File: src/rtl/tuart_pkg.sv
// Shared types and constants for the parametrised UART command receiver.
package tuart_pkg;

  typedef enum logic [1:0] {
    PAR_NONE = 2'd0,
    PAR_EVEN = 2'd1,
    PAR_ODD  = 2'd2
  } parity_mode_t;

  typedef enum logic [2:0] {
    ST_IDLE,
    ST_START,
    ST_DATA,
    ST_PARITY,
    ST_STOP,
    ST_BREAK_WAIT
  } rx_state_t;

  localparam int ERR_FRAME   = 0;
  localparam int ERR_PARITY  = 1;
  localparam int ERR_TIMEOUT = 2;

  // Shortest bit period that still leaves room for three distinct vote cycles.
  localparam int MIN_DIV = 4;

  function automatic logic maj3(input logic a, input logic b, input logic c);
    return (a & b) | (a & c) | (b & c);
  endfunction

endpackage

File: src/rtl/tuart_rx_sampler.sv
// Line synchroniser, per-bit cycle counter and 3-vote majority sampler.
module tuart_rx_sampler
  import tuart_pkg::*;
#(
  parameter int DIV_W = 16
) (
  input  logic             clk_i,
  input  logic             rst_i,
  input  logic             rx_async_i,
  input  logic [DIV_W-1:0] div_i,
  input  logic             restart_i,
  input  logic             run_i,
  output logic             rx_o,
  output logic             start_edge_o,
  output logic             bit_valid_o,
  output logic             bit_val_o
);

  localparam logic [DIV_W-1:0] ONE = DIV_W'(1);

  logic             sync1_q, sync1_d;
  logic             sync2_q, sync2_d;
  logic             prev_q, prev_d;
  logic [DIV_W-1:0] cnt_q, cnt_d;
  logic             v0_q, v0_d;
  logic             v1_q, v1_d;
  logic [DIV_W-1:0] mid;

  assign mid = div_i >> 1;

  always_comb begin
    sync1_d = rx_async_i;
    sync2_d = sync1_q;
    prev_d  = sync2_q;
    cnt_d   = cnt_q;
    v0_d    = v0_q;
    v1_d    = v1_q;
    // The edge cycle itself is count 0, so the counter resumes at 1.
    if (restart_i) begin
      cnt_d = ONE;
    end else if (run_i) begin
      if (cnt_q == mid - ONE) v0_d = sync2_q;
      if (cnt_q == mid)       v1_d = sync2_q;
      cnt_d = (cnt_q == div_i - ONE) ? '0 : cnt_q + ONE;
    end
  end

  always_ff @(posedge clk_i) begin
    if (rst_i) begin
      sync1_q <= 1'b1;
      sync2_q <= 1'b1;
      prev_q  <= 1'b1;
      cnt_q   <= '0;
      v0_q    <= 1'b1;
      v1_q    <= 1'b1;
    end else begin
      sync1_q <= sync1_d;
      sync2_q <= sync2_d;
      prev_q  <= prev_d;
      cnt_q   <= cnt_d;
      v0_q    <= v0_d;
      v1_q    <= v1_d;
    end
  end

  assign rx_o         = sync2_q;
  assign start_edge_o = prev_q & ~sync2_q;
  // Third vote is taken live on the decision cycle.
  assign bit_valid_o  = run_i & (cnt_q == mid + ONE);
  assign bit_val_o    = maj3(v0_q, v1_q, sync2_q);

endmodule

File: src/rtl/tuart_async_rx_ext.sv
// UART command receiver: frame FSM, word packing, idle timeout and error pulses.
module tuart_async_rx_ext
  import tuart_pkg::*;
#(
  parameter int WORD_BITS    = 8,
  parameter int CMD_WORDS    = 5,
  parameter int DIV_W        = 16,
  parameter int TIMEOUT_BITS = 32
) (
  input  logic                           clk_i,
  input  logic                           rst_i,
  input  logic                           rx_async_i,
  input  logic [DIV_W-1:0]               div_i,
  input  logic [1:0]                     parity_i,
  output logic [CMD_WORDS*WORD_BITS-1:0] data_o,
  output logic                           stb_o,
  output logic [2:0]                     err_o
);

  localparam int CMD_W = CMD_WORDS * WORD_BITS;
  localparam int BN_W  = $clog2(WORD_BITS + 1);
  localparam int WC_W  = $clog2(CMD_WORDS + 1);
  localparam int TO_W  = $clog2(TIMEOUT_BITS + 1);

  rx_state_t          state_q, state_d;
  logic [DIV_W-1:0]   div_q, div_d;
  parity_mode_t       par_q, par_d;
  logic [WORD_BITS-1:0] shreg_q, shreg_d;
  logic [BN_W-1:0]    bitn_q, bitn_d;
  logic [WC_W-1:0]    wcnt_q, wcnt_d;
  logic [CMD_W-1:0]   cmd_q, cmd_d;
  logic [CMD_W-1:0]   data_q, data_d;
  logic               stb_q, stb_d;
  logic [2:0]         err_q, err_d;
  logic               drop_q, drop_d;
  logic [DIV_W-1:0]   idle_cyc_q, idle_cyc_d;
  logic [TO_W-1:0]    idle_bits_q, idle_bits_d;

  logic               rx_s, start_edge, bit_valid, bit_val;
  logic               restart, run;
  logic [DIV_W-1:0]   div_in_eff;
  parity_mode_t       par_in;
  logic               exp_par;
  logic [CMD_W-1:0]   cmd_shift;

  assign div_in_eff = (div_i < DIV_W'(MIN_DIV)) ? DIV_W'(MIN_DIV) : div_i;
  assign par_in     = (parity_i == PAR_EVEN) ? PAR_EVEN :
                      (parity_i == PAR_ODD)  ? PAR_ODD  : PAR_NONE;
  assign exp_par    = (par_q == PAR_ODD) ? ~^shreg_q : ^shreg_q;
  assign cmd_shift  = (cmd_q << WORD_BITS) | CMD_W'(shreg_q);
  assign run        = (state_q != ST_IDLE) && (state_q != ST_BREAK_WAIT);

  tuart_rx_sampler #(.DIV_W(DIV_W)) u_sampler (
    .clk_i        (clk_i),
    .rst_i        (rst_i),
    .rx_async_i   (rx_async_i),
    .div_i        (div_q),
    .restart_i    (restart),
    .run_i        (run),
    .rx_o         (rx_s),
    .start_edge_o (start_edge),
    .bit_valid_o  (bit_valid),
    .bit_val_o    (bit_val)
  );

  always_comb begin
    state_d     = state_q;
    div_d       = div_q;
    par_d       = par_q;
    shreg_d     = shreg_q;
    bitn_d      = bitn_q;
    wcnt_d      = wcnt_q;
    cmd_d       = cmd_q;
    data_d      = data_q;
    stb_d       = 1'b0;
    err_d       = '0;
    drop_d      = drop_q;
    idle_cyc_d  = idle_cyc_q;
    idle_bits_d = idle_bits_q;
    restart     = 1'b0;

    unique case (state_q)
      ST_IDLE: begin
        if (start_edge) begin
          restart = 1'b1;
          div_d   = div_in_eff;
          par_d   = par_in;
          state_d = ST_START;
        end
      end
      ST_START: begin
        if (bit_valid) begin
          bitn_d  = '0;
          drop_d  = 1'b0;
          state_d = bit_val ? ST_IDLE : ST_DATA;
        end
      end
      ST_DATA: begin
        if (bit_valid) begin
          shreg_d = {bit_val, shreg_q[WORD_BITS-1:1]};
          if (bitn_q == BN_W'(WORD_BITS - 1)) begin
            state_d = (par_q == PAR_NONE) ? ST_STOP : ST_PARITY;
          end else begin
            bitn_d = bitn_q + 1'b1;
          end
        end
      end
      ST_PARITY: begin
        if (bit_valid) begin
          if (bit_val != exp_par) begin
            err_d[ERR_PARITY] = 1'b1;
            drop_d            = 1'b1;
            wcnt_d            = '0;
            cmd_d             = '0;
          end
          state_d = ST_STOP;
        end
      end
      ST_STOP: begin
        if (bit_valid) begin
          if (!bit_val) begin
            err_d[ERR_FRAME] = 1'b1;
            wcnt_d           = '0;
            cmd_d            = '0;
            state_d          = ST_BREAK_WAIT;
          end else begin
            state_d = ST_IDLE;
            if (!drop_q) begin
              if (wcnt_q == WC_W'(CMD_WORDS - 1)) begin
                data_d = cmd_shift;
                stb_d  = 1'b1;
                wcnt_d = '0;
                cmd_d  = '0;
              end else begin
                cmd_d  = cmd_shift;
                wcnt_d = wcnt_q + 1'b1;
              end
            end
            // A fast sender's next start edge can land on this very vote cycle.
            if (start_edge) begin
              restart = 1'b1;
              div_d   = div_in_eff;
              par_d   = par_in;
              state_d = ST_START;
            end
          end
        end
      end
      ST_BREAK_WAIT: begin
        if (rx_s) state_d = ST_IDLE;
      end
      default: state_d = ST_IDLE;
    endcase

    // Idle timer: bit-times measured with the divider of the last frame.
    if (state_q == ST_IDLE && wcnt_q != '0 && !start_edge) begin
      if (idle_cyc_q == div_q - 1'b1) begin
        idle_cyc_d = '0;
        if (idle_bits_q == TO_W'(TIMEOUT_BITS - 1)) begin
          err_d[ERR_TIMEOUT] = 1'b1;
          wcnt_d             = '0;
          cmd_d              = '0;
          idle_bits_d        = '0;
        end else begin
          idle_bits_d = idle_bits_q + 1'b1;
        end
      end else begin
        idle_cyc_d = idle_cyc_q + 1'b1;
      end
    end else begin
      idle_cyc_d  = '0;
      idle_bits_d = '0;
    end
  end

  always_ff @(posedge clk_i) begin
    if (rst_i) begin
      state_q     <= ST_IDLE;
      div_q       <= DIV_W'(MIN_DIV);
      par_q       <= PAR_NONE;
      shreg_q     <= '0;
      bitn_q      <= '0;
      wcnt_q      <= '0;
      cmd_q       <= '0;
      data_q      <= '0;
      stb_q       <= 1'b0;
      err_q       <= '0;
      drop_q      <= 1'b0;
      idle_cyc_q  <= '0;
      idle_bits_q <= '0;
    end else begin
      state_q     <= state_d;
      div_q       <= div_d;
      par_q       <= par_d;
      shreg_q     <= shreg_d;
      bitn_q      <= bitn_d;
      wcnt_q      <= wcnt_d;
      cmd_q       <= cmd_d;
      data_q      <= data_d;
      stb_q       <= stb_d;
      err_q       <= err_d;
      drop_q      <= drop_d;
      idle_cyc_q  <= idle_cyc_d;
      idle_bits_q <= idle_bits_d;
    end
  end

  assign data_o = data_q;
  assign stb_o  = stb_q;
  assign err_o  = err_q;

endmodule
File: config.mk
export PLATFORM = sky130hd
export DESIGN_NAME = tuart_async_rx_ext
export DESIGN_NICKNAME = d
export VERILOG_FILES = /design/src/rtl/tuart_pkg.sv /design/src/rtl/tuart_rx_sampler.sv /design/src/rtl/tuart_async_rx_ext.sv
export SDC_FILE = /design/constraint.sdc
export NUM_CORES = 1
export LEC_CHECK = 0
export CAP_MARGIN = 20
export CORE_MARGIN = 2
export CORE_UTILIZATION = 45
export DETAILED_ROUTE_END_ITERATION = 10
export PLACE_DENSITY = 0.64
export SYNTH_ARGS = -nofsm -noshare
export SYNTH_HDL_FRONTEND = slang
export SYNTH_SLANG_ARGS = --single-unit
File: constraint.sdc
create_clock -name clk_i -period 6.03 [get_ports clk_i]
set_input_delay 0.603 -clock clk_i [delete_from_list [all_inputs] [get_ports clk_i]]
set_output_delay 0.603 -clock clk_i [all_outputs]
set_load 0.01 [all_outputs]
# --- Word-level counts from Yosys, hierarchy flattened ---
# Index checks and enable logic that the tools add are counted.
totals:
  reg_bits: 164
  latchBits: 0
  ramBits: 0
  romBits: 0
  input_bits: 21
  out_inout_bits: 44
  elab_cells: 169
  mem_count: 0
op_classes:
  addsub: 8
  n_mul: 0
  n_div: 0
  magnitude_cmp: 1
  n_eq_ne: 28
  n_shift: 0
  mux: 64
  n_bitwise: 17
  reduce_logical: 29
ops:
  columns: ["operator", "count"]
  rows:
  - ["two-way mux 40 bit", 9]
  - ["two-way mux 16 bit", 5]
  - ["one-hot mux 40 bit (2 select lines)", 1]
  - ["== test 16 bit", 4]
  - ["two-way mux 3 bit", 18]
  - ["OR 40 x 8 -> 40 bit", 1]
  - ["adder 16 x 1 -> 16 bit (second input constant)", 2]
  - ["one-hot mux 16 bit (2 select lines)", 1]
  - ["!= test 2 bit (second input constant)", 9]
  - ["one-hot mux 3 bit (6 select lines)", 1]
  - ["adder 15 x 1 -> 16 bit (second input constant)", 1]
  - ["== test 16 x 15 -> 1 bit", 1]
  - ["less-than comparator 16 x 3 -> 1 bit (second input constant)", 1]
  - ["subtractor 15 x 1 -> 16 bit (second input constant)", 1]
  - ["subtractor 16 x 1 -> 16 bit (second input constant)", 1]
  - ["two-way mux 1 bit", 14]
  - ["two-way mux 2 bit", 6]
  - ["two-way mux 4 bit", 3]
  - ["OR reduction 3 bit", 4]
  - ["== test 3 bit (second input constant)", 3]
  - ["NOT 1 bit", 9]
  - ["AND reduction 3 bit", 3]
  - ["one-hot mux 4 bit (2 select lines)", 1]
  - ["AND reduction 4 bit", 2]
  - ["31 further kinds", 46]

# --- Longest topological paths before layout ---
depth:
  word_depth: 10
  mapped_depth: 13
  ltp_nobuf: 10

# --- By module ---
# Synthesis repeated with hierarchy kept, for this count alone.
unflattened:
  cells_unflattened: 1147
  area_unflattened_um2: 8785.9
modules_own_cells:
  columns: ["module", "instances", "cells_each", "area_per_inst_um2", "seq_area_each_um2"]
  rows:
  - ["tuart_async_rx_ext", 1, 809, 6327.3, 2702.6]
  - ["tuart_rx_sampler", 1, 338, 2458.6, 420.4]

# --- Worst setup path after synthesis ---
# No wires, ideal clock.
synth_path:
  path_kind: "reg2reg"
  startpoint: "register div_q[1]"
  endpoint: "register cmd_q[23]"
  setup_time_ps: 117
  arrival_ps: 2807
  required_ps: 5913
  path_slack_ps: 3105
  path_stages_with_launch: 14
  path_buffers: 3
  period_less_slack_ps: 2925
  path_cell_list: "dfxtp_1 > clkbuf_1 > inv_1 > ha_1 > nor4b_1 > xnor2_1 > xnor2_1 > nand3_1 > nor4_1 > buf_2 > a21o_1 > a31oi_4 > buf_2 > a32o_1"
synth_via:
  elab_chain_cells: 8
  word_cells_on_any_way: 11
  classes_between: "add/sub (2); eq/ne (2); mux (6); bitwise (1)"
synth_lines:
  columns: ["item", "line", "source"]
  rows:
  - ["start, declared", "tuart_async_rx_ext.sv:26", "logic [DIV_W-1:0] div_q, div_d;"]
  - ["start signal, assigned", "tuart_async_rx_ext.sv:179", "div_q <= DIV_W'(MIN_DIV);"]
  - ["start signal, assigned", "tuart_async_rx_ext.sv:193", "div_q <= div_d;"]
  - ["adder 15 x 1 -> 16 bit", "tuart_rx_sampler.sv:69", "assign bit_valid_o = run_i & (cnt_q == mid + ONE);"]
  - ["== test 16 bit", "tuart_rx_sampler.sv:69", null]
  - ["bitwise AND 1 bit", "tuart_rx_sampler.sv:69", null]
  - ["two-way mux 40 bit (on tied branches)", "tuart_async_rx_ext.sv:120, tuart_async_rx_ext.sv:109", null]
  - ["one-hot mux 40 bit (2 select lines)", "tuart_async_rx_ext.sv:82", "unique case (state_q)"]
  - ["two-way mux 40 bit", "tuart_async_rx_ext.sv:159", "if (idle_bits_q == TO_W'(TIMEOUT_BITS - 1)) begin"]
  - ["two-way mux 40 bit", "tuart_async_rx_ext.sv:157", "if (idle_cyc_q == div_q - 1'b1) begin"]
  - ["two-way mux 40 bit (*)", "tuart_async_rx_ext.sv:156", "if (state_q == ST_IDLE && wcnt_q != '0 && !start_edge) begin"]
  - ["end signal, assigned", "tuart_async_rx_ext.sv:198", "cmd_q <= cmd_d;"]
  - ["end, declared", "tuart_async_rx_ext.sv:31", "logic [CMD_W-1:0] cmd_q, cmd_d;"]
# Mark *: on every way between the ends. The rest lies on a longest branch, timed or not.
# A chain may end at the register's enable or synchronous reset.

# --- Final worst setup path ---
layout_path:
  startpoint: "register div_q[3]"
  endpoint: "register u_sampler.cnt_q[4]"
layout_via:
  elab_chain_cells: 6
  word_cells_on_any_way: 9
  classes_between: "add/sub (2); eq/ne (2); mux (3); bitwise (1); reduce/logical (1)"
layout_lines:
  columns: ["item", "line", "source"]
  rows:
  - ["adder 15 x 1 -> 16 bit", "tuart_rx_sampler.sv:69", null]
  - ["== test 16 bit", "tuart_rx_sampler.sv:69", null]
  - ["bitwise AND 1 bit", "tuart_rx_sampler.sv:69", null]
  - ["two-way mux 1 bit", "tuart_async_rx_ext.sv:120", "if (bit_valid) begin"]
  - ["one-hot mux 1 bit (2 select lines)", "tuart_async_rx_ext.sv:82", null]
  - ["OR reduction 2 bit (no line)", null, null]
  - ["end signal, assigned", "tuart_rx_sampler.sv:60", "cnt_q <= cnt_d;"]
  - ["end, declared", "tuart_rx_sampler.sv:24", "logic [DIV_W-1:0] cnt_q, cnt_d;"]
# Several ways; a longest one is shown, not always the timed one.

==> flow_summary.ini <==
[pwr]
power_frac_comb_pct = 7.6
vdd_drop_max_mv = 0.205
seq_power_share_pct = 45.6
p_leak_nw = 3.11
switching_power_mw = 0.655
power_density_nw_per_um2 = 248
power.internal_mw = 1.67
p_clk_share_pct = 46.8
power_switching_share_pct = 28.1

[floorplanning]
fp-row-count = 49
design.core.area_sq_um = 17800
die_area_sq_um = 19100
start_util_pct = 45.5
ios = 65
die_h_um = 138
die_w_um = 138

[sta]
rsz0062_at_grt = false
max_freq_mhz = 243
setup_slack_ns = 1.92
setup_viol = 0
period_needed_ns = 4.11
skew_ns = 0.0143
setup_tns_ns = 0
finalHoldWorstSlack_ns = 0.391
fin_crit_sh_pct = 68.2
worst_slew_pin_slew_ns = 0.946
slew_headroom_pct = 37.0
final_max_slew_viol_count = 0
hold_viol = 0

[logic_synthesis]
avgSynthCellArea_sq_um = 8.25
ys_ff_latch = 156
ys_types = 73
synth_top_area_cell = dfxtp_1
ys_async_sr_fraction_pct = 0
synth_cells = 981
syn_nets = 1011
synth_top_area_share_pct = 38.6
synth_area_leaders = dfxtp_1 39%, xnor2_1 7.7%, nand2_1 7.3%
synth.most_common_cell = nand2_1
yosys-top-cells-count = 157 x nand2_1, 156 x dfxtp_1, 78 x a21oi_1, 76 x nor2_1, 71 x xnor2_1
yosysWarnings = 0
netlist_area_sq_um = 8090
synth_edf_count = 0
synth_seq_area_share_pct = 38.6
synth-main-ff-cell = dfxtp_1

[routing]
drt_iter0_markers = 559
vias = 7051
wl_um = 20900
drt_pass1_iterations = 5
viasPerCell = 5.68
ant_nets = 0
routedWlPerCell_um = 16.8
drc = 0

[cts]
cts_tree = yes
cts_buffer_depth = 2
clk_latency_ns = 0.44
numCtsBuffers = 17
postCtsResizedCells = 0
htree_levels = 4
cts_sinks = 156
postCtsSetupBuffers = 0
root_buffer = clkbuf_16
cts-hold-fix-buffers = 0
path_clk_slew_ns = 0.07

[global_routing]
grt_max_degree = 74
first_global_vias = 6552
grt_usage_pct = 22.2
antenna_found_initial = 0
grt_overflow_total = 0
grt_pass1_wl_um = 34800

[layout]
nFillCells = 1712
fin_cells = 1241
syn2layout_area_growth_pct = 15.8
drive_gt1_share_pct = 6.03
diodes = 0
finalNetCount = 1029
post-route-util_pct = 52.7

[placed_design]
finalWeightedCongestion = 0.925
port_buffers = 64
detailed_place_hpwl_um = 14500
dp_cells = 1209
pre_cts_slack_ns = 2.00

[critical_path]
worstPathMaxFanout = 19
critPathKind = flop to flop
critPathRequiredTime_ns = 6.39
crit_arrival_ns = 4.47
crit_path_end_kind = flop
ff2ff_path_depth = 8
cp-start-kind = flop

[min_path]
min_path_type = primary input to flop
hold_path_depth = 2

[job]
drv_cap = 0

[status]
status = finished, final reports clean
==> stage by stage <==
stage               cell area, sq um  power [mW]
finish                          9380        2.33
global route                    9380        2.41
CTS                             9380        2.34
detailed placement              8770        1.26
global placement                8770        1.26
floorplan                       8090        1.21
==> final cells by class <==
class / count / area (sq um) / share of cell area, %
multi-input combinational: 731 / 4590 / 48.9
clock buffer: 17 / 425 / 4.54
sequential: 156 / 3120 / 33.3
inverter: 22 / 82.6 / 0.881
timing repair buffer: 71 / 688 / 7.34
clock inverter: 15 / 181 / 1.93
tap: 229 / 287 / 3.06
==> flip-flops by register name, indices dropped and copies added, names as in the netlist, 4 cells and up <==
register / cells
div_q: 16
bitn_q: 4
idle_bits_q: 6
idle_cyc_q: 16
data_o: 40
shreg_q: 8
cmd_q: 32
u_sampler.cnt_q: 16
==> cell families (layout without fill, tap and decap cells) <==
family                     count (synthesis)  after routing  synth area share, %
DFF                                      156            156                 38.6
muxes                                     12             12                 1.50
xor gates and xnor gates                 110            110                 12.1
and+or+nand+nor                          417            417                 25.8
adders and majority gates                  9              9                 1.39
buffers and inverters                     94            125                 4.93
AOI/OAI and AO/OA                        183            183                 15.7
==> critical path, stage by stage (launching register included) <==
cell and delay (ns):
dfxtp_1 0.74, nand3_1 0.54, nor4_2 0.47, nand3_1 0.19, xnor2_1 0.73, nor4_2 0.16, a21oi_4 0.57, o211ai_2 0.43
nor2_1 0.20
==> path summary, 6_finish.rpt <==
path | startpoint | endpoint | slack, ns
worst min register to register | u_sampler.sync1_q | u_sampler.rx_o | 0.41
worst max-delay path | div_q[3] | u_sampler.cnt_q[4] | 1.92
worst max register to register | div_q[3] | u_sampler.cnt_q[4] | 1.92
worst min-delay path | rst_i | stb_o | 0.39
==> placed cells by master (no fill, tap or decap), drive strengths merged, types with 3 or more instances in the layout <==
| cell | Yosys | routed |
|---|---|---|
| clkbuf | 33 | 17 |
| o22ai | 3 | 3 |
| o211ai | 3 | 3 |
| nor3b | 6 | 6 |
| nor2 | 76 | 76 |
| a211oi | 3 | 3 |
| nand2 | 157 | 157 |
| nand2b | 5 | 5 |
| and3 | 9 | 9 |
| ha | 9 | 9 |
| a21o | 5 | 5 |
| nand4b | 4 | 4 |
| a32o | 31 | 31 |
| xor2 | 38 | 38 |
| a21oi | 79 | 79 |
| nor2b | 11 | 11 |
| buf | 39 | 8 |
| dfxtp | 156 | 156 |
| or4 | 7 | 7 |
| nand3b | 7 | 7 |
| nor4 | 26 | 26 |
| or2 | 3 | 3 |
| clkdlybuf4s50 | 0 | 63 |
| mux2i | 11 | 11 |
| xnor2 | 71 | 71 |
| or3 | 9 | 9 |
| nor4b | 3 | 3 |
| inv | 22 | 31 |
| nor3 | 19 | 19 |
| clkinv | 0 | 4 |
| nand3 | 44 | 44 |
| and2 | 3 | 3 |
| o21ai | 17 | 17 |
| a31oi | 8 | 8 |
| o31ai | 5 | 5 |
| a22o | 3 | 3 |
| nand4 | 21 | 21 |
==> power groups by stage <==
stage	clock (mW)	sequential (mW)	combinational (mW)
detailed placement	0	1.08	0.175
global placement	0	1.08	0.175
global route	1.16	1.06	0.195
CTS	1.11	1.06	0.176
floorplan	0	1.07	0.141
finish	1.09	1.06	0.177
==> per-layer routing <==
| metal | part of all wire [%] | up-vias | routed length (um) | global-route usage [%] |
|---|---|---|---|---|
| li1 | - | 3508 | - | - |
| met1 | 50 | 3325 | 10400 | 33.2 |
| met2 | 42 | 191 | 8820 | 31.7 |
| met3 | 6.1 | 27 | 1270 | 4.75 |
| met4 | 1.9 | 0 | 399 | 7.14 |
| met5 | 0 | - | 0 | 0 |
No activity file was read; power rests on OpenSTA's default activity.
